<file path="config.mk">
export PLATFORM = sky130hd
export DESIGN_NAME = uart_6502
export DESIGN_NICKNAME = d
export VERILOG_FILES = /design/src/rtl/uart_6502.sv
export SDC_FILE = /design/constraint.sdc
export NUM_CORES = 1
export LEC_CHECK = 0
export BUFFER_PORTS_ARGS = -buffer_cell sky130_fd_sc_hd__buf_2
export CORE_ASPECT_RATIO = 1.2
export CORE_MARGIN = 2
export CORE_UTILIZATION = 60
export DETAILED_ROUTE_END_ITERATION = 12
export GPL_ROUTABILITY_DRIVEN = 0
export PLACE_DENSITY = 0.79
export SLEW_MARGIN = 40
export SYNTH_ARGS = -nofsm -noshare
export SYNTH_HDL_FRONTEND = slang
export SYNTH_SLANG_ARGS = --single-unit
export TNS_END_PERCENT = 100
</file>
<file path="constraint.sdc">
create_clock -name clk -period 2.9 [get_ports clk]
set_input_delay 0.58 -clock clk [delete_from_list [all_inputs] [get_ports clk]]
set_output_delay 0.58 -clock clk [all_outputs]
set_load 0.02 [all_outputs]
</file>
<file path="src/rtl/uart_6502.sv">
// uart_6502: memory-mapped UART for the 65C02 bus (TX holding/shift, RX with receive buffer, IRQ).
// Define UART_RX_FIFO_EN for a 4-entry receive FIFO; otherwise the receive buffer is one holding register.
module uart_6502 #(
    parameter int CLK_FREQ = 1000000,
    parameter int BAUD     = 9600
) (
    input  logic       clk,
    input  logic       reset_n,
    input  logic       cs_n,
    input  logic       r_wn,
    input  logic [1:0] A,
    input  logic [7:0] din,
    output logic [7:0] dout,
    output logic       irq_n,
    input  logic       rx,
    output logic       tx
);
    localparam logic [15:0] DIV  = 16'(CLK_FREQ / BAUD);
    localparam logic [15:0] HALF = (DIV >> 1) - 16'd1;

    typedef enum logic [1:0] {RX_IDLE, RX_START, RX_DATA, RX_STOP} rx_state_t;
    typedef enum logic [1:0] {TX_IDLE, TX_START, TX_DATA, TX_STOP} tx_state_t;

    rx_state_t   rx_state, rx_next;
    tx_state_t   tx_state, tx_next;
    logic        rx_s1, rx_s2, rx_s3;
    logic [15:0] rx_cnt, tx_cnt;
    logic [2:0]  rx_bit, tx_bit;
    logic [7:0]  rx_shift, tx_shift, hold, head, rd_val;
    logic        hold_full, ovr, fe, rxie, txie;
    logic        rd, wr_data, wr_stat, wr_ctrl, pop, rxa, buf_full, push_ok, ovr_set;
    logic        fall, rx_tick, tx_tick, rx_push, rx_fe, tx_load, txr;

    assign rd      = !cs_n && r_wn;
    assign wr_data = !cs_n && !r_wn && A == 2'd0;
    assign wr_stat = !cs_n && !r_wn && A == 2'd1;
    assign wr_ctrl = !cs_n && !r_wn && A == 2'd2;
    assign pop     = rd && A == 2'd0 && rxa;
    assign push_ok = rx_push && (!buf_full || pop);
    assign ovr_set = rx_push && buf_full && !pop;
    assign txr     = !hold_full;
    assign fall    = rx_s3 && !rx_s2;
    assign rx_tick = rx_cnt == 16'd0;
    assign tx_tick = tx_cnt == 16'd0;
    assign rd_val  = (A == 2'd0) ? (rxa ? head : 8'h00) :
                     (A == 2'd1) ? {4'h0, fe, ovr, txr, rxa} :
                     (A == 2'd2) ? {6'h0, txie, rxie} : 8'h00;

`ifdef UART_RX_FIFO_EN
    logic [7:0] fifo [4];
    logic [1:0] wp, rp;
    logic [2:0] cnt;

    assign rxa      = cnt != 3'd0;
    assign buf_full = cnt[2];
    assign head     = fifo[rp];

    // FIFO storage; contents are qualified by the count so no reset is needed
    always_ff @(posedge clk)
        if (push_ok) fifo[wp] <= rx_shift;

    // FIFO pointers and occupancy; push and pop may both happen in one cycle
    always_ff @(posedge clk or negedge reset_n)
        if (!reset_n) begin
            wp  <= 2'd0;
            rp  <= 2'd0;
            cnt <= 3'd0;
        end else begin
            wp  <= wp + 2'(push_ok);
            rp  <= rp + 2'(pop);
            cnt <= cnt + 3'(push_ok) - 3'(pop);
        end
`else
    logic [7:0] rx_hold;
    logic       rx_full;

    assign rxa      = rx_full;
    assign buf_full = rx_full;
    assign head     = rx_hold;

    // single-byte receive holding register; a push wins over a same-cycle pop
    always_ff @(posedge clk or negedge reset_n)
        if (!reset_n) begin
            rx_hold <= 8'h00;
            rx_full <= 1'b0;
        end else if (push_ok) begin
            rx_hold <= rx_shift;
            rx_full <= 1'b1;
        end else if (pop) begin
            rx_full <= 1'b0;
        end
`endif

    // CPU-visible registers, sticky error flags, registered read data and interrupt
    always_ff @(posedge clk or negedge reset_n)
        if (!reset_n) begin
            ovr   <= 1'b0;
            fe    <= 1'b0;
            rxie  <= 1'b0;
            txie  <= 1'b0;
            dout  <= 8'h00;
            irq_n <= 1'b1;
        end else begin
            ovr   <= ovr_set | (ovr & ~(wr_stat & din[2]));
            fe    <= rx_fe | (fe & ~(wr_stat & din[3]));
            rxie  <= wr_ctrl ? din[0] : rxie;
            txie  <= wr_ctrl ? din[1] : txie;
            dout  <= (!cs_n && r_wn) ? rd_val : dout;
            irq_n <= ~((rxie & rxa) | (txie & txr));
        end

    // two-flop synchronizer plus a history flop for start-edge detection
    always_ff @(posedge clk or negedge reset_n)
        if (!reset_n) {rx_s1, rx_s2, rx_s3} <= 3'b111;
        else {rx_s1, rx_s2, rx_s3} <= {rx, rx_s1, rx_s2};

    // receiver state register
    always_ff @(posedge clk or negedge reset_n)
        if (!reset_n) rx_state <= RX_IDLE;
        else rx_state <= rx_next;

    // receiver next state and frame-complete strobes
    always_comb begin
        rx_next = rx_state;
        rx_push = 1'b0;
        rx_fe   = 1'b0;
        unique case (rx_state)
            RX_IDLE:  rx_next = fall ? RX_START : RX_IDLE;
            RX_START: rx_next = rx_tick ? (rx_s2 ? RX_IDLE : RX_DATA) : RX_START;
            RX_DATA:  rx_next = (rx_tick && rx_bit == 3'd7) ? RX_STOP : RX_DATA;
            RX_STOP: begin
                rx_next = rx_tick ? RX_IDLE : RX_STOP;
                rx_push = rx_tick && rx_s2;
                rx_fe   = rx_tick && !rx_s2;
            end
        endcase
    end

    // receiver bit timer, bit index and LSB-first shifter
    always_ff @(posedge clk or negedge reset_n)
        if (!reset_n) begin
            rx_cnt   <= HALF;
            rx_bit   <= 3'd0;
            rx_shift <= 8'h00;
        end else begin
            rx_cnt   <= (rx_state == RX_IDLE) ? HALF : rx_tick ? DIV - 16'd1 : rx_cnt - 16'd1;
            rx_bit   <= (rx_state == RX_DATA) ? rx_bit + 3'(rx_tick) : 3'd0;
            rx_shift <= (rx_state == RX_DATA && rx_tick) ? {rx_s2, rx_shift[7:1]} : rx_shift;
        end

    // transmitter state register
    always_ff @(posedge clk or negedge reset_n)
        if (!reset_n) tx_state <= TX_IDLE;
        else tx_state <= tx_next;

    // transmitter next state; an idle transmitter takes the holding register
    always_comb begin
        tx_next = tx_state;
        tx_load = 1'b0;
        unique case (tx_state)
            TX_IDLE: begin
                tx_load = hold_full;
                tx_next = hold_full ? TX_START : TX_IDLE;
            end
            TX_START: tx_next = tx_tick ? TX_DATA : TX_START;
            TX_DATA:  tx_next = (tx_tick && tx_bit == 3'd7) ? TX_STOP : TX_DATA;
            TX_STOP:  tx_next = tx_tick ? TX_IDLE : TX_STOP;
        endcase
    end

    // transmitter holding register, shifter, bit timer and registered line output
    always_ff @(posedge clk or negedge reset_n)
        if (!reset_n) begin
            tx_cnt    <= DIV - 16'd1;
            tx_bit    <= 3'd0;
            tx_shift  <= 8'h00;
            hold      <= 8'h00;
            hold_full <= 1'b0;
            tx        <= 1'b1;
        end else begin
            tx_cnt    <= (tx_state == TX_IDLE || tx_tick) ? DIV - 16'd1 : tx_cnt - 16'd1;
            tx_bit    <= (tx_state == TX_DATA) ? tx_bit + 3'(tx_tick) : 3'd0;
            tx_shift  <= tx_load ? hold : (tx_state == TX_DATA && tx_tick) ? {1'b0, tx_shift[7:1]} : tx_shift;
            hold      <= (wr_data && !hold_full) ? din : hold;
            hold_full <= tx_load ? 1'b0 : (wr_data | hold_full);
            tx        <= (tx_state == TX_START) ? 1'b0 : (tx_state == TX_DATA) ? tx_shift[0] : 1'b1;
        end
endmodule

</file>
Word-level counts from Yosys, hierarchy flattened:

Index checks and enable logic that the tools add are counted.

* add/sub/neg operators: 4
* eq/ne operators: 10
* mux-type cells: 30
* bitwise gates (word level): 13
* reduce and logical (&&, ||, !) cells: 33

Operator list (number)
* 16-bit two-way mux: 3
* 16-bit zero test: 2
* 8-bit two-way mux: 4
* 16-bit by 1-bit subtractor with 16-bit output (second input constant): 2
* 1-bit logical AND: 18
* 2-bit one-hot mux with 4 select lines: 2
* 1-bit two-way mux: 12
* 2-bit two-way mux: 6
* 2-bit == test (second input constant): 5
* 3-bit by 1-bit adder with 3-bit output: 2
* 1-bit bitwise AND: 6
* 2-bit by 1-bit == test with 1-bit output (second input constant): 3
* 3-bit == test (second input constant): 2
* 1-bit zero test: 6
* 2-bit zero test: 3
* 3-bit two-way mux: 2
* 4-bit two-way mux: 1
* 1-bit OR: 4
* 2-bit nonzero test: 2
* 1-bit NOT: 3
* 1-bit logical OR: 2

* register bits: 93
* input bits: 15
* word-level logic and storage cells: 112

Depth between registers and ports, before layout:

Gate-level depths: netlist (run 1).

* word-level depth: 7
* gate-level depth with buffers: 10

Least setup slack after synthesis (run 1):

No wires, ideal clock.

* path type: register -> register
* start: reg rx_cnt[0]
* end: reg rx_bit[2]
* setup time: 0.125 ns
* data arrival time: 2.288 ns
* slack: 0.487 ns
* stages on the path, launching flop included: 11
* period minus slack after synthesis: 2.413 ns
* cell sequence: dfstp_2 -> inv_1 -> ha_1 -> or4b_2 -> or4_1 -> clkbuf_1 -> inv_1 -> ha_1 -> ha_1 -> xnor2_1 -> nor2_1

* word-level cells in the longest chain between the ends: 3

RTL lines
* start, declared: RTL line 27 `logic [15:0] rx_cnt, tx_cnt;`
* start signal, assigned: RTL line 146 `rx_cnt <= (rx_state == RX_IDLE) ? HALF : rx_tick ? DIV - 16'd1 : rx_cnt - 16'd1;`
* 16-bit zero test: RTL line 43 `assign rx_tick = rx_cnt == 16'd0;`
* 3-bit by 1-bit adder with 3-bit output: RTL line 147 `rx_bit <= (rx_state == RX_DATA) ? rx_bit + 3'(rx_tick) : 3'd0;`
* 3-bit two-way mux: RTL line 147
* end signal, assigned: RTL line 147
* end, declared: RTL line 28 `logic [2:0] rx_bit, tx_bit;`

Every way passes these cells.
A chain may end at the register's enable or synchronous reset.

Worst setup path in the final report (run 1):

Ends and elaborated chain as after synthesis.

==> impl_metrics.yaml, run 1 <==
run_status:
  status: "finished clean"
logic_synthesis:
  netlist_instances: 372
  synth.lib_cells_used.distinct: 44
  synth.cells.most_frequent: "sky130_fd_sc_hd__dfrtp_1 (79), sky130_fd_sc_hd__nor2_1 (38), sky130_fd_sc_hd__nand2_1 (32)"
  yosysSeqAreaShare_pct: 56.9
  ys.flop_type: "sky130_fd_sc_hd__dfrtp_1"
  yosys_register_bits: 93
  synth_top_cells_by_area: "sky130_fd_sc_hd__dfrtp_1 (48%), sky130_fd_sc_hd__dfstp_2 (8.9%), sky130_fd_sc_hd__mux2_2 (7.4%)"
  syn_area_per_cell_um2: 11.1
  synth.yosys.warnings: 0
  asyncSetResetFlopFracSynth_pct: 100
  synth_top_cell_area_share_pct: 48.0
  synth_nets: 394
  synth.most_common_cell: "sky130_fd_sc_hd__dfrtp_1"
  yosysTopAreaCell: "sky130_fd_sc_hd__dfrtp_1"
  post_synth_instance_area_mm2: 0.00412
  number_of_flops_mapped_to_enable_cells_by_yosys: 0
detailed_routing:
  detail_route_antenna_nets: 0
  wl_um: 7800
  drt_drc_violations_left: 0
  drt-wirelength-per-cell_um: 15.8
  initialDrtViolationCount: 134
  vias: 2896
  drtPass1Iterations: 5
  drt-vias-per-instance: 5.87
sta:
  slew_headroom_pct: 51.4
  finalSetupTns_ps: 0
  rsz0062_at_grt: "false"
  finalMaxSlewViolations: 0
  minimum_period_implied_by_the_final_worst_setup_slack_ps: 2560
  skew_ps: 7.43
  worst_pin_slew_ps: 726
  report.final.setup_viol: 0
  timing.final.hold_violations: 0
  timing.fmax_mhz: 391
  final_min_period_over_clock_period_pct: 88.1
  fin_worst_hold_slack_ps: 228
  layout_setup_ws_ps: 344
clock_tree:
  clock-root-buffer: "sky130_fd_sc_hd__clkbuf_8"
  numCtsBuffers: 9
  clock_tree.buffer_depth: 2
  ctsResizeCount: 0
  cts_num_sinks: 93
  holdBufCountCts: 0
  tritoncts_clock_tree: "done"
  clk_pin_slew_ps: 90
  clock_latency_ps: 360
  ctsHtreeMaxLevel: 3
  post_cts_buffers: 0
grt:
  first_global_vias: 2808
  antenna_found_initial: 0
  globalRoute.totalOverflow: 0
  grt_pass1_wl_um: 13100
  grt_start_max_net_pins: 50
  grtUsageTotal_pct: 22.4
floorplan:
  std_cell_rows: 33
  floorplan.initialDensity_pct: 61.2
  core_area_mm2: 0.00673
  floorplan.die.height_um: 94.8
  die_x_um: 79.6
  num_io_pins: 25
  floorplan.die_area_mm2: 0.00754
pwr:
  powerDensity_mw_per_mm2: 662
  design_power_total_mw: 3.01
  cellLeakagePower_nw: 2.08
  switching_share_pct: 31.0
  comb_power_share_pct: 17.7
  p_int_mw: 2.08
  seq_power_share_pct: 55.3
  p_switching_uw: 932
  share_clk_of_total_power_pct: 26.9
  peakVddDrop_v: 0.000610
layout:
  drive_gt1_share_pct: 23.9
  multiInputGateArea_mm2: 0.00170
  sequential_cell_area_mm2: 0.00234
  finalNetCount: 423
  fillerInstances: 496
  area_growth_pct: 10.4
  antennaDiodeCount: 0
placement:
  port_buffers: 24
  place_hpwl_um: 5490
  dp_slack_ps: 360
worst_setup_path:
  worst_setup_path_startpoint: "rx_cnt[0]$_DFF_PN1_"
  cp_max_fo: 5
  worst-endpoint-required_ps: 3150
  timing.critical_path.to_type: "register"
  timing.critical_path.from_type: "register"
  worst-endpoint-arrival_ps: 2800
  setup.worst_path.class: "reg2reg"
  crit-reg2reg-launch: "rx_cnt[0]$_DFF_PN1_"
  timing.reg2reg.setup_slack_ps: 340
worst_hold_path:
  worst_hold_path_type: "in2async"
job:
  max-cap-violations: 0
through the flow:
stage / instance area (µm²) / utilization [%] / cells
final: 4550 / 67.6 / 493
after global routing: 4550 / 67.6 / 493
after CTS: 4540 / 67.4 / 493
after detailed placement: 4350 / 64.6 / 477
after global placement: 4350 / 64.6 / 477
after floorplan: 4120 / - / 372
state kept, by name, indices dropped and copies added (netlist names), 3 cells and up:
register and flops:
tx_cnt 16, tx_bit 3, rx_shift 8, rx_cnt 16, dout 8, head 8
hold 8, tx_shift 8, rx_bit 3
power by group through the flow:
stage | logic (mW) | registers (mW) | clock network (mW)
global route | 0.596 | 1.69 | 0.875
finish | 0.533 | 1.67 | 0.811
floorplan | 0.413 | 1.64 | 0
global placement | 0.510 | 1.67 | 0
CTS | 0.534 | 1.65 | 0.823
detailed placement | 0.531 | 1.68 | 0
layout make-up:
type | count | area share, %
flip-flops and latches | 93 | 51.6
multi-input cells | 258 | 37.3
repair buffers | 29 | 3.80
clock buffers | 11 | 3.11
well taps | 87 | 2.39
clock inverters | 5 | 0.963
inverters | 10 | 0.826
cell usage in the layout (no fill, tap or decap), drive strengths merged, types with 3 or more instances in the layout:
cell and n:
dfrtp 79, clkbuf 11, nand3 8, xor2 11
or3 6, o31ai 7, nor2b 3, nor3 6
or4 11, xnor2 11, mux2 27, o21ai 24
dfstp 14, nor3b 5, nand4 3, nand2 32
and2 3, nand2b 4, a21oi 20, buf 29
nor4 9, nor2 38, inv 12, ha 7
a31oi 7, a22oi 4
worst max-delay path, stage by stage, from the launching register on:
cell	delay [ps]
sky130_fd_sc_hd__dfstp_2	400
sky130_fd_sc_hd__inv_1	80
sky130_fd_sc_hd__ha_1	140
sky130_fd_sc_hd__or4b_2	650
sky130_fd_sc_hd__or4_1	530
sky130_fd_sc_hd__inv_1	160
sky130_fd_sc_hd__ha_1	170
sky130_fd_sc_hd__ha_1	160
sky130_fd_sc_hd__xnor2_1	120
sky130_fd_sc_hd__nor2_1	50
kinds of logic after synthesis:
kind of cell / Yosys count / synth area share, %
AND/OR/NAND/NOR: 135 / 17.3
AO/OA/AOI/OAI: 67 / 9.48
adder cells (fa/ha/maj): 7 / 2.13
flip-flops: 93 / 56.9
buffers and inverters: 21 / 2.10
multiplexers: 27 / 7.38
XOR/XNOR: 22 / 4.68
layer usage:
| metal | global-route usage (%) | up-vias | wire length [µm] |
|---|---|---|---|
| li1 | - | 1381 | - |
| met1 | 27.8 | 1457 | 3380 |
| met2 | 37.9 | 43 | 4030 |
| met3 | 4.88 | 15 | 221 |
| met4 | 9.05 | 0 | 168 |
| met5 | 0 | - | 0 |
path summary, 6_finish.rpt:
kind | end | cells past startpoint
worst max-delay path | rx_bit[2]$_DFF_PN0_ | 9
worst min-delay path | tx_cnt[10]$_DFF_PN0_ | 1
worst max register to register | rx_bit[2]$_DFF_PN0_ | 9
worst min register to register | rx_s2$_DFF_PN1_ | 0
max in group asynchronous | rx_cnt[5]$_DFF_PN1_ | 2
min in group clk | rx_s1$_DFF_PN1_ | 1
Power figures use the tool's default switching activity.
==> run 2: changes to the inputs <==
- clock period: 2.9 -> 2.65 ns (I/O delays scaled with it)
==> run 2 against run 1 <==
Die area stayed put. Via count grew 0.10%. Clock skew rose by 5.1 ps. Final cell count grew 0.61%. First-iteration DRC count up 17%. Largest cell class unchanged.
==> impl_metrics.yaml, run 2 (synthesis gave the netlist of run 1 again) <==
worst_setup_path:
  crit-reg2reg-launch: "rx_cnt[0]$_DFF_PN1_"
  path_cells: "inv_1 > ha_1 > or4b_2 > or4_1 > inv_1 > ha_1 > ha_1 > xnor2_1 > nor2_1"
  worst_setup_path_startpoint: "rx_cnt[0]$_DFF_PN1_"
  timing.critical_path.slowest_cell_delay_ps: 650
  critical-path-slowest-cell: "sky130_fd_sc_hd__or4b_2"
  critical_path.most_common_cell: "sky130_fd_sc_hd__ha_1"
  timing.reg2reg.setup_slack_ps: 230
  timing.critical_path.buf_inv: 2
  crit_family: "simple AND/OR/NAND/NOR gates"
  cp_max_fo: 5
  worst-endpoint-arrival_ps: 2650
  reg2reg_depth: 9
  terminus_of_the_critical_flop_to_flop_path: "rx_bit[2]$_DFF_PN0_"
  timing.critical_path.from_type: "register"
  timing.critical_path.to_type: "register"
  worst-endpoint-required_ps: 2880
  setup.worst_path.class: "reg2reg"
floorplan:
  die_x_um: 79.6
  floorplan.die_area_mm2: 0.00754
  core_area_mm2: 0.00673
  floorplan.initialDensity_pct: 61.2
  std_cell_rows: 33
  floorplan.die.height_um: 94.8
  num_io_pins: 25
pwr:
  design_power_total_mw: 3.38
  p_int_mw: 2.43
  switching_share_pct: 28.2
  powerDensity_mw_per_mm2: 737
  seq_power_share_pct: 53.6
  comb_power_share_pct: 16.9
  cellLeakagePower_nw: 2.11
  share_clk_of_total_power_pct: 29.5
  peakVddDrop_v: 0.000536
  p_switching_uw: 953
grt:
  first_global_vias: 2905
  antenna_found_initial: 0
  grt_start_max_net_pins: 54
  grtUsageTotal_pct: 22.4
  globalRoute.totalOverflow: 0
  grt_pass1_wl_um: 13100
layout:
  drive_gt1_share_pct: 24.0
  mostFrequentLayoutCell: "sky130_fd_sc_hd__dfrtp_1"
  largest_registers: "rx_cnt: 16 flops, tx_cnt: 16 flops"
  sequential_cell_area_mm2: 0.00234
  mostFrequentLayoutCells: "sky130_fd_sc_hd__dfrtp_1 (79), sky130_fd_sc_hd__nor2_1 (38), sky130_fd_sc_hd__nand2_1 (32)"
  multiInputGateArea_mm2: 0.00170
  fillerInstances: 515
  finalNetCount: 426
  area_growth_pct: 11.5
  antennaDiodeCount: 0
clock_tree:
  cts_num_sinks: 93
  clock-root-buffer: "sky130_fd_sc_hd__clkbuf_8"
  clock_latency_ps: 350
  tritoncts_clock_tree: "done"
  numCtsBuffers: 9
  post_cts_buffers: 0
  clk_pin_slew_ps: 90
  clock_tree.buffer_depth: 2
  ctsHtreeMaxLevel: 3
detailed_routing:
  vias: 2899
  drt-vias-per-instance: 5.84
  wl_um: 7560
  detail_route_antenna_nets: 0
  initialDrtViolationCount: 157
  drt_drc_violations_left: 0
  drtPass1Iterations: 4
  drt-wirelength-per-cell_um: 15.3
sta:
  minimum_period_implied_by_the_final_worst_setup_slack_ps: 2420
  slew_headroom_pct: 45.2
  rsz0062_at_grt: "false"
  finalSetupTns_ps: 0
  skew_ps: 12.6
  timing.final.hold_violations: 0
  finalMaxSlewViolations: 0
  final_min_period_over_clock_period_pct: 91.2
  report.final.setup_viol: 0
  timing.fmax_mhz: 414
  worst_pin_slew_ps: 817
placement:
  place_hpwl_um: 5500
  port_buffers: 24
run_status:
  status: "finished clean"
job:
  max-cap-violations: 0
worst_hold_path:
  worst_hold_path_type: "in2async"
==> run 2: changes by cell type in the layout (fill, tap and decap cells not counted), sizes merged <==
cell	change
clkbuf	+1
clkinvlp	-2
bufinv	+2
clkinv	+1
buf	+3
inv	-2
==> run 2: area by class of cell <==
type / count / area share, %
well taps: 87 / 2.37
inverters: 10 / 0.817
clock inverters: 4 / 1.61
repair buffers: 32 / 4.25
clock buffers: 12 / 2.94
flip-flops and latches: 93 / 51.1
multi-input cells: 258 / 36.9
==> run 2: worst max-delay path by stage <==
stage	end	slack (ps)	cells past startpoint
after floorplan	rx_bit[2]$_DFF_PN0_	240	10
after global placement	rx_shift[2]$_DFFE_PN0P_	280	4
after detailed placement	head[1]$_DFFE_PN0P_	190	6
after CTS	head[1]$_DFFE_PN0P_	170	6
after global routing	head[1]$_DFFE_PN0P_	40	6
final	rx_bit[2]$_DFF_PN0_	230	9
==> run 2: repair_timing <==
item | 4_1_cts | 5_1_grt
gates resized for setup | 0 | 1
endpoints found under the hold margin | 0 | 0
setup endpoints to repair | 0 | 8
hold buffers | 0 | 0
==> run 2: power by group through the flow <==
stage          clock [mW]  sequential [mW]  combinational [mW]
3_5_place_dp            0             1.83               0.578
6_report            0.998             1.81               0.573
4_1_cts              1.02             1.81               0.578
2_1_floorplan           0             1.80               0.452
3_3_place_gp            0             1.82               0.555
5_1_grt              1.08             1.84               0.642
==> run 2: metal layers <==
metal	up-vias	global-route usage [%]	wire length (µm)
met1	1459	28.4	3270
met4	0	7.76	66
met5	-	0	0
li1	1383	-	-
met2	50	37.9	4020
met3	7	5.16	209
==> run 2: per-stage QoR <==
step                instances  worst slack, ps  utilization (%)  instance area, µm²  hold WS, ps
floorplan                 372              237                -                4120          234
global placement          480              284             65.0                4370          348
detailed placement        480              186             65.0                4370          349
CTS                       496              170             68.1                4580          211
global route              496             39.3             68.2                4590          235
finish                    496              234             68.2                4590          198
